### src/rtl/dac_spi_tx_if.sv
// Sample-in / SPI-out bundle between the waveform splitter and the DAC serialiser.
interface dac_spi_tx_if;
    logic [7:0] sample_in;
    logic       sample_valid;
    logic       dac_sclk;
    logic       dac_din;
    logic       dac_sync_n;
    logic       busy;
    logic [7:0] overrun_cnt;

    // Upstream side: supplies samples, observes the serial pins and status.
    modport master (
        output sample_in, sample_valid,
        input  dac_sclk, dac_din, dac_sync_n, busy, overrun_cnt
    );

    // Serialiser side.
    modport slave (
        input  sample_in, sample_valid,
        output dac_sclk, dac_din, dac_sync_n, busy, overrun_cnt
    );
endinterface

### src/rtl/dac_spi_tx.sv
// Serialises 8-bit samples into 16-bit SYNC_n-framed SPI frames for an AD5300-style DAC.
// A one-entry holding buffer decouples sample rate from frame rate; overwritten samples are counted.
module dac_spi_tx #(
    parameter int unsigned CLK_DIV    = 2,
    parameter int unsigned GAP_CYCLES = 2,
    parameter logic [1:0]  PD_MODE    = 2'b00
) (
    input  logic         clk,
    input  logic         rst,
    dac_spi_tx_if.slave  bus
);

    localparam int unsigned DIV_W = (CLK_DIV > 1) ? $clog2(CLK_DIV) : 1;
    localparam int unsigned GAP_W = (GAP_CYCLES > 1) ? $clog2(GAP_CYCLES) : 1;
    localparam int unsigned TOG_W = 5;

    typedef enum logic [1:0] {
        IDLE  = 2'd0,
        SHIFT = 2'd1,
        GAP   = 2'd2
    } state_t;

    state_t            state_q, state_d;
    logic [7:0]        hold_q, hold_d;
    logic              full_q, full_d;
    logic [14:0]       shreg_q, shreg_d;
    logic [DIV_W-1:0]  div_q, div_d;
    logic [TOG_W-1:0]  tog_q, tog_d;
    logic [GAP_W-1:0]  gap_q, gap_d;
    logic              sclk_q, sclk_d;
    logic              din_q, din_d;
    logic              sync_n_q, sync_n_d;
    logic [7:0]        ovr_q, ovr_d;
    logic              consume;
    logic [15:0]       frame;

    // Frame image of the buffered sample, bit 15 goes out first.
    assign frame = {2'b00, PD_MODE, hold_q, 4'b0000};

    // State and datapath registers; reset drops everything to idle levels at once.
    always_ff @(posedge clk or posedge rst) begin
        if (rst) begin
            state_q  <= IDLE;
            hold_q   <= 8'h00;
            full_q   <= 1'b0;
            shreg_q  <= 15'h0000;
            div_q    <= '0;
            tog_q    <= '0;
            gap_q    <= '0;
            sclk_q   <= 1'b1;
            din_q    <= 1'b0;
            sync_n_q <= 1'b1;
            ovr_q    <= 8'h00;
        end else begin
            state_q  <= state_d;
            hold_q   <= hold_d;
            full_q   <= full_d;
            shreg_q  <= shreg_d;
            div_q    <= div_d;
            tog_q    <= tog_d;
            gap_q    <= gap_d;
            sclk_q   <= sclk_d;
            din_q    <= din_d;
            sync_n_q <= sync_n_d;
            ovr_q    <= ovr_d;
        end
    end

    // Next-state: frame sequencing plus holding-buffer write/consume/overrun.
    always_comb begin
        state_d  = state_q;
        hold_d   = hold_q;
        full_d   = full_q;
        shreg_d  = shreg_q;
        div_d    = div_q;
        tog_d    = tog_q;
        gap_d    = gap_q;
        sclk_d   = sclk_q;
        din_d    = din_q;
        sync_n_d = sync_n_q;
        ovr_d    = ovr_q;
        consume  = 1'b0;

        case (state_q)
            IDLE: begin
                sclk_d   = 1'b1;
                din_d    = 1'b0;
                sync_n_d = 1'b1;
                if (full_q) begin
                    consume  = 1'b1;
                    shreg_d  = frame[14:0];
                    din_d    = frame[15];
                    sync_n_d = 1'b0;
                    div_d    = '0;
                    tog_d    = '0;
                    state_d  = SHIFT;
                end
            end
            SHIFT: begin
                if (div_q == DIV_W'(CLK_DIV - 1)) begin
                    // tog_q counts completed toggles, so this is toggle k = tog_q + 1
                    div_d = '0;
                    tog_d = tog_q + TOG_W'(1);
                    if (!tog_q[0]) begin
                        sclk_d = 1'b0;
                    end else if (tog_q == TOG_W'(31)) begin
                        sclk_d   = 1'b1;
                        sync_n_d = 1'b1;
                        din_d    = 1'b0;
                        gap_d    = '0;
                        state_d  = GAP;
                    end else begin
                        sclk_d  = 1'b1;
                        din_d   = shreg_q[14];
                        shreg_d = {shreg_q[13:0], 1'b0};
                    end
                end else begin
                    div_d = div_q + DIV_W'(1);
                end
            end
            GAP: begin
                if (gap_q == GAP_W'(GAP_CYCLES - 1)) begin
                    state_d = IDLE;
                end else begin
                    gap_d = gap_q + GAP_W'(1);
                end
            end
            default: begin
                state_d = IDLE;
            end
        endcase

        // A consumed entry can be refilled on the same edge without counting as an overrun.
        if (consume) begin
            full_d = 1'b0;
        end
        if (bus.sample_valid) begin
            hold_d = bus.sample_in;
            full_d = 1'b1;
            if (full_q && !consume && (ovr_q != 8'hFF)) begin
                ovr_d = ovr_q + 8'd1;
            end
        end
    end

    assign bus.dac_sclk    = sclk_q;
    assign bus.dac_din     = din_q;
    assign bus.dac_sync_n  = sync_n_q;
    assign bus.overrun_cnt = ovr_q;
    assign bus.busy        = (state_q != IDLE) || full_q;

endmodule

### src/flat_wrapper.sv
// flat-port wrapper written by rule: the top's interface ports become plain ports
module dac_spi_tx_flat 
#(
    parameter int unsigned CLK_DIV    = 2,
    parameter int unsigned GAP_CYCLES = 2,
    parameter logic [1:0]  PD_MODE    = 2'b00
)
  (clk, rst, bus_sample_in, bus_sample_valid, bus_dac_sclk, bus_dac_din, bus_dac_sync_n, bus_busy, bus_overrun_cnt);
  dac_spi_tx_if bus_i ();
  input  logic clk;
  input  logic rst;
  input wire logic [$bits(bus_i.sample_in)-1:0] bus_sample_in;
  input wire logic [$bits(bus_i.sample_valid)-1:0] bus_sample_valid;
  output wire logic [$bits(bus_i.dac_sclk)-1:0] bus_dac_sclk;
  output wire logic [$bits(bus_i.dac_din)-1:0] bus_dac_din;
  output wire logic [$bits(bus_i.dac_sync_n)-1:0] bus_dac_sync_n;
  output wire logic [$bits(bus_i.busy)-1:0] bus_busy;
  output wire logic [$bits(bus_i.overrun_cnt)-1:0] bus_overrun_cnt;
  assign bus_i.sample_in = bus_sample_in;
  assign bus_i.sample_valid = bus_sample_valid;
  assign bus_dac_sclk = bus_i.dac_sclk;
  assign bus_dac_din = bus_i.dac_din;
  assign bus_dac_sync_n = bus_i.dac_sync_n;
  assign bus_busy = bus_i.busy;
  assign bus_overrun_cnt = bus_i.overrun_cnt;
  dac_spi_tx #(.CLK_DIV(CLK_DIV), .GAP_CYCLES(GAP_CYCLES), .PD_MODE(PD_MODE)) u_core (.clk(clk), .rst(rst), .bus(bus_i));
endmodule
### config.mk
export PLATFORM = sky130hd
export DESIGN_NAME = dac_spi_tx_flat
export DESIGN_NICKNAME = d
export VERILOG_FILES = /design/src/rtl/dac_spi_tx_if.sv /design/src/rtl/dac_spi_tx.sv /design/src/flat_wrapper.sv
export SDC_FILE = /design/constraint.sdc
export NUM_CORES = 1
export LEC_CHECK = 0
export ABC_AREA = 1
export BUFFER_PORTS_ARGS = -buffer_cell sky130_fd_sc_hd__buf_2
export CAP_MARGIN = 0
export CORE_AREA = 2 2 78 73
export DETAILED_ROUTE_END_ITERATION = 16
export DIE_AREA = 0 0 80 75
export GPL_TIMING_DRIVEN = 0
export MAX_ROUTING_LAYER = met4
export SLEW_MARGIN = 20
export SYNTH_ARGS = -nofsm -noshare
export SYNTH_HDL_FRONTEND = slang
export SYNTH_SLANG_ARGS = --single-unit
### constraint.sdc
create_clock -name clk -period 1.9 [get_ports clk]
set_clock_uncertainty 0.05 [all_clocks]
set_input_delay 0.095 -clock clk [delete_from_list [all_inputs] [get_ports clk]]
set_output_delay 0.095 -clock clk [all_outputs]
set_load 0.005 [all_outputs]
Yosys cells after proc, flatten, opt, wreduce, memory -nomap -nowiden
Cells that the tools add are included.
W data, S select, Z words.
{"block": "totals", "inputBits": 11, "elab_cells": 81, "romBits": 0, "register_bits": 44, "ram_bits": 0, "latchBits": 0, "memories": 0}
{"block": "op_classes", "shifts": 0, "n_addsub": 4, "order_cmp": 0, "n_eq_ne": 10, "mul": 0, "bitwise": 0, "reduce_logical": 18, "div_mod_pow": 0, "mux": 38}
{"op": "$mux W15", "n": 4}
{"op": "$pmux W15 S2", "n": 1}
{"op": "$mux W1", "n": 19}
{"op": "$mux W2", "n": 5}
{"op": "$mux W5", "n": 2}
{"op": "$ne A2 B1 Y1 const B", "n": 5}
{"op": "$pmux W1 S2", "n": 5}
{"op": "$pmux W5 S2", "n": 1}
{"op": "$reduce_and A5 Y1", "n": 2}
{"op": "$add A8 B1 Y8 const B", "n": 1}
{"op": "$ne A8 B8 Y1 const B", "n": 1}
{"op": "$reduce_and A4 Y1", "n": 2}
{"op": "$reduce_bool A2 Y1", "n": 4}
{"op": "$pmux W2 S3", "n": 1}
{"op": "$reduce_and A2 Y1", "n": 3}
{"op": "$reduce_and A3 Y1", "n": 2}
{"op": "$add A5 B1 Y5 const B", "n": 1}
{"op": "$eq A5 B5 Y1 const B", "n": 1}
{"op": "$add A1 B1 Y1 const B", "n": 2}
{"op": "$eq A2 B1 Y1 const B", "n": 1}
{"op": "$eq A2 B2 Y1 const B", "n": 1}
{"op": "$logic_and A1 B1 Y1", "n": 2}
{"op": "$logic_not A2 Y1", "n": 1}
{"op": "$ne A2 B2 Y1 const B", "n": 1}
{"op": "other kinds (2)", "n": 2}

Longest topological paths before layout
{"block": "depth", "depth_word": 6, "mapped_depth": 10, "depth_no_buf": 9}

Least setup slack after synthesis
Ideal clock, no wire load.
{"block": "synth_path", "path_kind": "flip-flop to flip-flop", "startpoint": "reg u_core.tog_q[0]", "endpoint": "reg u_core.shreg_q[10]", "slack_ps": 302, "stages_incl_launch_ff": 10, "path_buffers": 1, "t_arrival_ps": 1425, "setup_time_ps": 123, "cell_sequence": "dfrtp_1 > ha_1 > nand2_1 > nor2_1 > ha_1 > nand2_1 > nand2_2 > buf_2 > o21ai_0 > nand2_1"}
{"block": "synth_between", "elab_chain_len": 3}
{"item": "start, declared", "line": "dac_spi_tx.sv:28", "text": "logic [TOG_W-1:0] tog_q, tog_d;"}
{"item": "start signal, assigned", "line": "dac_spi_tx.sv:60", "text": "tog_q <= tog_d;"}
{"item": "$eq A5 B5 Y1", "line": "dac_spi_tx.sv:106", "text": "end else if (tog_q == TOG_W'(31)) begin"}
{"item": "$ne A2 B2 Y1 (no line)"}
{"item": "$reduce_and A5 Y1 (no line) *"}
{"item": "end signal, assigned", "line": "dac_spi_tx.sv:58", "text": "shreg_q <= shreg_d;"}
{"item": "end, declared", "line": "dac_spi_tx.sv:26", "text": "logic [14:0] shreg_q, shreg_d;"}
Every way passes the cells marked *; elsewhere a longest branch is shown, timed or not.
A chain may end at the register's enable or synchronous reset.

Worst setup path in the final report
Same ends and word-level chain as after synthesis.

==> results.rst <==
.. list-table::
   :header-rows: 1

   * - Metric
     - Value
   * - Die span in x
     - 80 um
   * - NumNets Final
     - 309
   * - Synthesized net count
     - 271
   * - Instance count on the critical path
     - 9
   * - Via total after detailed routing
     - 1658
   * - Cell breakdown of the critical path
     - ha_1, nand2_1, nor2_1, ha_1, nand2_1, nand2_2, buf_2, o21ai_0, nand2_1
   * - Highest achievable clock rate
     - 570 MHz
   * - Highest-delay cell along the critical path
     - dfrtp_2
   * - Least setup slack across all paths after layout
     - 147 ps
   * - Post-route minimum period
     - 1750 ps
   * - Final GP Congestion
     - 0.789
   * - Buffering stage count on the worst path with inverters included
     - 1
   * - Leak pwr
     - 1.27 nW
   * - Clk Latency, worst-skew pair
     - 290 ps
   * - HPWL after detailed placement
     - 2.79 mm
   * - Global routing met2 resource utilization
     - 24.4%
   * - Cell Pwr Density
     - 763 nW/um^2
   * - Routed wire per std cell
     - 11.2 um
   * - Number of flip-flops and latches in the synthesized netlist
     - 40
   * - # rows
     - 25
   * - Status
     - finished clean
   * - Kind of launch point of the worst setup path
     - register
   * - Number of routed nets with antenna violations
     - 0
   * - Hold slack
     - 169 ps
   * - Minimum setup slack among reg-to-reg paths
     - 150 ps
   * - Startpoint of the most critical register-to-register path
     - u_core.tog_q[0]
   * - Synth top area cells
     - dfrtp_1 (47%), nand2_1 (19%), o21ai_0 (6.7%)
   * - Post-Syn Area
     - 2000 sq um
   * - Max VDD drop
     - 0.381 mV
   * - Final setup violation count
     - 0
   * - Hold crit path type
     - in2reg
   * - CP Launch Point
     - u_core.tog_q[0]
   * - Final routed wirelength across all metal layers
     - 4.08 mm
   * - Number of H-tree levels
     - 2
   * - Number of synthesis warnings
     - 0
   * - Total Die Area
     - 6000 sq um
   * - Overall die height
     - 75 um
   * - Post-CTS Setup Inserts
     - 0
   * - Setup total negative slack
     - 0 ps
   * - Crit path largest cell delay
     - 450 ps
   * - Global-route total usage across every layer
     - 16.6%
   * - Initial antenna violation count
     - 0
   * - Combined area of the multi-input logic cells
     - 837 sq um
   * - Layout fillers
     - 518
   * - Clock transition at the register clock pins on the worst setup and hold paths after CTS
     - 80 ps
   * - Leading cell type in the layout, fill and taps excluded
     - nand2_1
   * - Overflow after GRT
     - 0
   * - Drt pass-1 iters
     - 4
   * - Clock tree root driver cell
     - clkbuf_8
   * - Number of vias per cell
     - 4.57
   * - Area used by sequential logic in the layout
     - 1000 sq um
   * - Crit path required time
     - 2030 ps
   * - Post-synthesis cell type with the largest combined area
     - dfrtp_1
   * - CTS tree
     - built
   * - Wire length of the first global-routing pass
     - 7.30 mm
   * - Crit path max fanout
     - 10
   * - Tightest Pin Transition
     - 382 ps
   * - Top cell family by delay on the critical path
     - flip-flops
   * - Violation count after the first detailed-route iteration
     - 75
   * - Design area
     - 2400 sq um
   * - Ratio of final minimum period to clock period
     - 92.3%
   * - Final Hold Fails
     - 0
   * - Via count of the first global-routing pass
     - 1582
   * - Total placed instance area
     - 2210 sq um
   * - GRT Max-Usage Layer
     - met2
   * - Met1 demand-to-capacity share in global routing
     - 22.3%
   * - Post-Syn Instances
     - 257
   * - CP endpoint kind
     - register
   * - Placement-stage worst setup slack
     - 119 ps
   * - Cells on worst reg2reg path
     - 9
   * - Share of synthesized area occupied by flip-flops and latches
     - 50.1%
   * - Final-report max-slew violation count
     - 0
   * - Design Power
     - 1.84 mW
   * - Unique cell type count in the Yosys netlist
     - 25
   * - Max-capacitance violation count
     - 0
   * - Number of primary I/O pins
     - 23
   * - Final non-filler cell total
     - 363
   * - Pin count of the biggest net entering global routing
     - 32
   * - Share of Yosys cell area claimed by the top area cell type
     - 47.4%
   * - Critical path type
     - reg2reg
   * - Worst slew margin relative to its limit
     - 74.5%
   * - RSZ-0062 raised after global routing
     - false
   * - Layout Area Growth over Synthesis
     - 20.0%
   * - Worst setup path end
     - u_core.shreg_q[10]
   * - Post-Synthesis Mean Instance Area
     - 7.80 sq um
   * - Top cell by count, worst path
     - nand2_1
   * - DRC violations left
     - 0
   * - CP arrival
     - 1890 ps
   * - Post-placement cell count
     - 346
   * - Initial Util
     - 39.1%
   * - Most used cells in the layout excluding fill and tap cells
     - nand2_1 (99), dfrtp_1 (37), inv_1 (27)
   * - GR met3 Demand/Resource
     - 3.60%
   * - Number of cells traversed by the worst hold path
     - 2
   * - R2R Path End
     - u_core.shreg_q[10]
   * - Clock buffer count from CTS
     - 5
   * - Antenna cells
     - 0
   * - Buffers on Ports
     - 21
   * - Clock sink total
     - 40
   * - Post-layout utilization of the core
     - 46.9%
   * - Share of post-route cells with drive strength above 1
     - 17.2%
   * - Number of buffers on the longest clock path
     - 2
   * - Placeable Area
     - 5130 sq um
cells in the mapped netlist:
cell and number:
nor2_2 3, a21boi_1 1, nand3b_1 2, ha_1 3
a21oi_1 2, buf_6 3, buf_2 2, inv_1 28
nand3_2 1, inv_2 2, nand2_2 4, nand2_1 99
dfstp_2 2, or2_2 1, nor2_1 13, nor2_4 2
nand4_1 4, o21ai_0 27, clkbuf_1 2, o21ai_1 4
o21bai_1 1, dfrtp_1 38, nand3_1 10, xnor2_1 1
xor2_1 2
worst reg2reg max path, cell delays in order, from the launching register on:
cell	delay [ps]
dfrtp_2	450
ha_1	210
nand2_1	80
nor2_1	50
ha_1	240
nand2_1	100
nand2_2	50
buf_2	180
o21ai_0	180
nand2_1	60
registers in the layout (all words and copies together), names as in the netlist:
register and cells:
u_core.bus.dac_sync_n 1, u_core.div_q 1, u_core.full_q 1, u_core.state_q 2, u_core.gap_q 1, u_core.tog_q 5, u_core.bus.overrun_cnt 8, u_core.hold_q 8
u_core.bus.dac_din 1, u_core.bus.dac_sclk 1, u_core.shreg_q 11
worst min path at each step:
stage,slack [ps],endpoint,startpoint
4_1_cts,170,u_core.hold_q[4],bus_sample_valid
6_report,170,u_core.hold_q[4],bus_sample_valid
3_3_place_gp,250,u_core.hold_q[4],bus_sample_in[4]
3_5_place_dp,-10,u_core.gap_q,rst
2_1_floorplan,160,u_core.hold_q[7],bus_sample_in[7]
5_1_grt,230,u_core.state_q[1],rst
area by class of cell:
class / count / share of cell area [%]
Buffer: 7 / 2.13
Clock buffer: 8 / 4.16
Inverter: 30 / 4.68
Multi-Input combinational cell: 180 / 34.8
Sequential cell: 40 / 41.8
Tap cell: 67 / 3.49
Timing Repair Buffer: 31 / 8.95
power by group:
group / internal [mW] / switching (mW) / leakage (nW)
registers: 0.910 / 0.0659 / 0.509
clock network: 0.332 / 0.296 / 0.0515
logic: 0.112 / 0.120 / 0.713
layer usage:
| metal | vias to the layer above | share of wire (%) |
|---|---|---|
| met5 | - | 0 |
| met2 | 27 | 42 |
| met3 | 8 | 3.7 |
| met1 | 743 | 53 |
| met4 | 0 | 2.0 |
| li1 | 880 | - |
logic make-up (layout without fill, tap and decap cells):
group	count (synthesis)	count (layout)	share of synthesized area, %
adders and majority gates	3	3	1.87
AOI/OAI and AO/OA	35	35	8.99
DFF	40	40	50.1
buffers and inverters	37	76	8.18
xor gates and xnor gates	3	3	1.31
and+or+nand+nor	139	139	29.6
repair_timing:
action / CTS / global route
gates resized for setup: 0 / 6
endpoints found under the setup margin: 0 / 5
hold endpoints to repair: 47 / 0
hold buffers: 9 / 0
(Power assumes the default switching activity.)
